<file path="config.mk">
export PLATFORM = sky130hd
export DESIGN_NAME = switch_debounce4
export DESIGN_NICKNAME = d
export VERILOG_FILES = /design/src/rtl/switch_debounce4.sv
export SDC_FILE = /design/constraint.sdc
export NUM_CORES = 1
export LEC_CHECK = 0
export BUFFER_PORTS_ARGS = -buffer_cell sky130_fd_sc_hd__buf_4
export CAP_MARGIN = 40
export CORE_MARGIN = 3
export CORE_UTILIZATION = 30
export CTS_CLUSTER_DIAMETER = 80
export DETAILED_ROUTE_END_ITERATION = 12
export SYNTH_ARGS = -nofsm -noshare
export SYNTH_HDL_FRONTEND = slang
export SYNTH_SLANG_ARGS = --single-unit
export TNS_END_PERCENT = 50
</file>
<file path="constraint.sdc">
create_clock -name clk -period 3.89 [get_ports clk]
set_input_delay 0.778 -clock clk [delete_from_list [all_inputs] [get_ports clk]]
set_output_delay 0.778 -clock clk [all_outputs]
set_load 0.01 [all_outputs]
</file>
<file path="src/rtl/switch_debounce4.sv">
`timescale 1ns/1ps
`default_nettype none
// +----------------------------------------------------------------------------+
// | Module      : switch_debounce4                                             |
// | Description : Four-channel switch conditioner. Each raw switch level goes  |
// |               through a two-flop synchroniser and an independent debounce  |
// |               FSM. The FSM drives a clean level x1..x4 and a one-cycle     |
// |               change pulse per channel, plus a combined change flag.      |
// | Revision    : 1.0 - initial release                                        |
// +----------------------------------------------------------------------------+
module switch_debounce4 #(
  parameter int unsigned STABLE_CYCLES = 16,
  parameter int unsigned CNT_W         = 5
) (
  input  logic       clk,
  input  logic       reset_n,
  input  logic [3:0] sw_raw,
  output logic       x1,
  output logic       x2,
  output logic       x3,
  output logic       x4,
  output logic [3:0] chg_mask,
  output logic       changed
);

  // Count value on which a persistent mismatch is finally accepted.
  localparam logic [CNT_W-1:0] CNT_LAST = CNT_W'(STABLE_CYCLES - 1);

  typedef enum logic {
    ST_STABLE  = 1'b0,
    ST_PENDING = 1'b1
  } state_t;

  logic [3:0] r_sync1;
  logic [3:0] r_sync2;
  logic [3:0] w_x;
  logic [3:0] w_fire;

  // Two-flop synchroniser for the asynchronous switch levels.
  always_ff @(posedge clk or negedge reset_n) begin
    if (!reset_n) begin
      r_sync1 <= 4'b0000;
      r_sync2 <= 4'b0000;
    end else begin
      r_sync1 <= sw_raw;
      r_sync2 <= r_sync1;
    end
  end

  generate
    for (genvar i = 0; i < 4; i++) begin : g_chan
      state_t           r_state;
      logic [CNT_W-1:0] r_cnt;
      logic             r_out;
      logic             r_pulse;

      // The channel accepts its new level on this edge.
      assign w_fire[i] = (r_state == ST_PENDING) && (r_sync2[i] != r_out) &&
                         (r_cnt == CNT_LAST);
      assign w_x[i]      = r_out;
      assign chg_mask[i] = r_pulse;

      // Debounce FSM: the output follows only after an unbroken run of mismatches.
      always_ff @(posedge clk or negedge reset_n) begin
        if (!reset_n) begin
          r_state <= ST_STABLE;
          r_cnt   <= '0;
          r_out   <= 1'b0;
          r_pulse <= 1'b0;
        end else begin
          assert (32'(r_cnt) < STABLE_CYCLES);
          r_pulse <= 1'b0;
          case (r_state)
            ST_STABLE: begin
              r_cnt <= '0;
              if (r_sync2[i] != r_out) begin
                r_state <= ST_PENDING;
                r_cnt   <= CNT_W'(1);
              end
            end
            ST_PENDING: begin
              if (r_sync2[i] == r_out) begin
                // Glitch ended before the run completed: discard it.
                r_state <= ST_STABLE;
                r_cnt   <= '0;
              end else if (w_fire[i]) begin
                r_out   <= r_sync2[i];
                r_pulse <= 1'b1;
                r_cnt   <= '0;
                r_state <= ST_STABLE;
              end else begin
                r_cnt <= r_cnt + 1'b1;
              end
            end
            default: begin
              r_state <= ST_STABLE;
              r_cnt   <= '0;
            end
          endcase
        end
      end
    end
  endgenerate

  // Combined change flag, aligned with the per-channel pulses.
  always_ff @(posedge clk or negedge reset_n) begin
    if (!reset_n) begin
      changed <= 1'b0;
    end else begin
      changed <= |w_fire;
    end
  end

  assign x1 = w_x[0];
  assign x2 = w_x[1];
  assign x3 = w_x[2];
  assign x4 = w_x[3];

endmodule
`default_nettype wire

</file>
==> flow_metrics.py <==
metrics = {
    "layout": {
        "final_layout_size_suffix_gt1_share_pct": 18.4,
        "nFillCells": 509,
        "multi_input_area_um2": 523,
        "n_antenna_cell": 0,
        "regArea_mm2": 0.00103,
        "fin_util_pct": 38.1,
        "instances_no_fill": 214,
        "area_growth_pct": 17.1,
        "nNetsFinal": 156,
    },
    "synthesis": {
        "async_flop_share_pct": 100,
        "syn_area_per_cell_um2": 12.4,
        "syn_inst": 129,
        "yosysWarnings": 0,
        "syn_area_mm2": 0.00161,
        "synthTopCellsByCount": "dfrtp_1, nor2_1, nand3_1",
        "synth_ff_type": "dfrtp_1",
        "synth_fp_nets": 139,
        "synth.largest_area_cell": "dfrtp_1",
        "yosysSeqAreaShare_pct": 63.9,
        "synth_seq_cells": 41,
        "synth_top_area_share_pct": 63.9,
        "yosys-top-cells-area": "dfrtp_1, xnor2_1, xor2_1",
        "synth_most_common_cell": "dfrtp_1",
        "ys_types": 19,
        "synth_edf_count": 0,
    },
    "pwr": {
        "peakVddDrop_v": 0.000249,
        "p_sw_share_pct": 20.5,
        "p_switching_uw": 170,
        "powerDensity_mw_per_mm2": 442,
        "power.internal_uw": 661,
        "seqPwrFrac_pct": 54.0,
        "comb_power_share_pct": 4.0,
        "pwr-share-clk_pct": 42.0,
        "leakage_uw": 0.000921,
    },
    "sta": {
        "slew_viol_final": 0,
        "worst_pin_slew_ns": 0.484,
        "finalSetupViolations": 0,
        "fmax_ghz": 0.595,
        "finalWorstSetupSlack_ns": 2.21,
        "fin_crit_ns": 1.68,
        "maxSlewHeadroom_pct": 67.7,
        "hold_violations": 0,
        "skew_ns": 0.00844,
        "rsz0062_at_grt": "no",
        "setup_tns_ns": 0,
        "fin_crit_sh_pct": 43.2,
    },
    "detailed_routing": {
        "drc": 0,
        "first_iter_violations": 39,
        "wl_per_cell_um": 11.3,
        "wl_um": 2430,
        "dr.pass1.iters": 4,
        "avgViaCountPerCell": 4.41,
        "drt.antenna.violating_nets": 0,
        "dr_total_vias": 944,
    },
    "setup_path": {
        "slowest_stage": "dfrtp_1",
        "required_ns": 3.11,
        "start_kind": "flop",
        "regToRegSetupSlack_ns": 2.42,
        "crit_family": "flip-flops",
        "end_kind": "output port",
        "slowest_delay_ns": 0.44,
        "critical_path_class": "flop to output port",
        "rr_worst_depth": 4,
        "rr_endpoint": "x2",
        "rr_startpoint": "g_chan[1].r_cnt[0]",
        "critPathMaxFanout": 4,
        "critical_path_arrival_ns": 0.90,
        "critPathBufInv": 1,
        "path_cells": "buf_4",
    },
    "die": {
        "die_h_um": 79.2,
        "fp-row-count": 25,
        "dieArea_mm2": 0.00626,
        "boundaryPins": 15,
        "coreArea_mm2": 0.00494,
        "die_w_um": 79.2,
        "initial_core_util_pct": 32.5,
    },
    "global_routing": {
        "overflow": 0,
        "grt_pass1_wl_um": 4320,
        "antenna_found_initial": 0,
        "grt.total_usage_pct": 9.11,
        "grt_max_degree": 42,
        "grt_pass1_vias": 974,
    },
    "clock_network": {
        "cts_made_buffers": 5,
        "clock_path_buffers": 2,
        "htreeDepth": 2,
        "clock-sinks": 41,
        "holdBufCountCts": 0,
        "cts_tree": "done",
        "clkLatencyLatePin_ns": 0.30,
        "ctsResizeCount": 0,
        "postCtsSetupRepairBufs": 0,
        "clockRootBuffer": "clkbuf_8",
        "clkTransAtPathRegs_ns": 0.08,
    },
    "flow_run": {
        "maxCapViolations": 0,
    },
    "min_path": {
        "hold_end": "r_sync2[1]",
        "worstHoldPathType": "flop to flop",
        "holdPathStages": 0,
        "hp-start": "r_sync1[1]",
    },
    "place": {
        "io_buffers": 14,
        "place_congestion": 0.727,
        "dp.cells": 206,
        "place_hpwl_um": 1720,
        "dp_slack_ns": 2.43,
    },
    "status": {
        "status": "completed",
    },
}
## worst register-to-register path, delay by kind of cell (launching register included)
family | cells | cell delay, ns
flops | 1 | 0.40
simple gates | 2 | 0.38
fa+ha+maj | 1 | 0.24
mux | 1 | 0.34
## through the flow
| step | area, µm² | total power (µW) | hold WS [ns] |
|---|---|---|---|
| after floorplan | 1610 | 473 | 0.331 |
| after global placement | 1760 | 489 | 0.332 |
| after detailed placement | 1760 | 492 | 0.336 |
| after CTS | 1880 | 847 | 0.351 |
| after global routing | 1880 | 873 | 0.356 |
| final | 1880 | 831 | 0.344 |
## state kept, by name, summed over array words and instances (netlist names)
register	cells
changed	1
r_sync1	4
x3	1
r_sync2	4
g_chan.r_cnt	20
x2	1
x4	1
g_chan.r_pulse	4
x1	1
g_chan.r_state	4
## worst max path at each step
stage                                   from  to  slack (ns)  cells past startpoint
final                                     x1  x1        2.21                      1
after global routing                      x1  x1        2.14                      1
after CTS                                 x1  x1        2.18                      1
after detailed placement  g_chan[1].r_cnt[0]  x2        2.43                      4
after global placement    g_chan[1].r_cnt[0]  x2        2.42                      4
after floorplan           g_chan[1].r_cnt[0]  x2        2.51                      4
## logic make-up after synthesis
kind of cell	Yosys count	synth area share, %
simple gates	45	14.7
mux	4	2.81
buf+inv	11	3.51
xor+xnor	16	9.20
fa+ha+maj	4	3.12
flops	41	63.9
compound gates	8	2.81
## cell usage in the layout (no fill, tap or decap)
cell type,n
a21oi_1,4
and3_2,1
and4b_1,4
buf_4,14
bufinv_16,1
clkbuf_1,1
clkbuf_8,6
dfrtp_1,41
ha_1,4
inv_1,7
mux2_1,1
mux2_2,3
nand2_1,8
nand3_1,11
nand3_2,1
nand3b_1,4
nand4_1,1
nor2_1,15
o22ai_1,4
xnor2_1,8
xor2_1,7
xor2_2,1
## layout make-up
type	count	area share, %
sequential	41	54.6
clock inverter	1	1.60
timing repair buffer	14	5.59
multi-input combinational	77	27.8
inverter	7	1.40
tap	67	4.46
clock buffer	7	4.59
## layer usage
| metal | vias to the layer above | GRT usage (%) | share of wire [%] |
|---|---|---|---|
| met3 | 4 | 4.54 | 5.9 |
| li1 | 461 | - | - |
| met5 | - | 0 | 0 |
| met1 | 461 | 11.0 | 45 |
| met4 | 0 | 4.64 | 1.5 |
| met2 | 18 | 13.3 | 47 |
## power by group through the flow
stage / Combinational (µW) / Sequential, µW / Clock, µW
floorplan: 18.3 / 455 / 0
global placement: 32.6 / 456 / 0
detailed placement: 34.4 / 457 / 0
CTS: 34.5 / 449 / 364
global route: 38.7 / 451 / 384
finish: 33.2 / 449 / 349
Note: power is estimated with default switching activity, not from simulation.
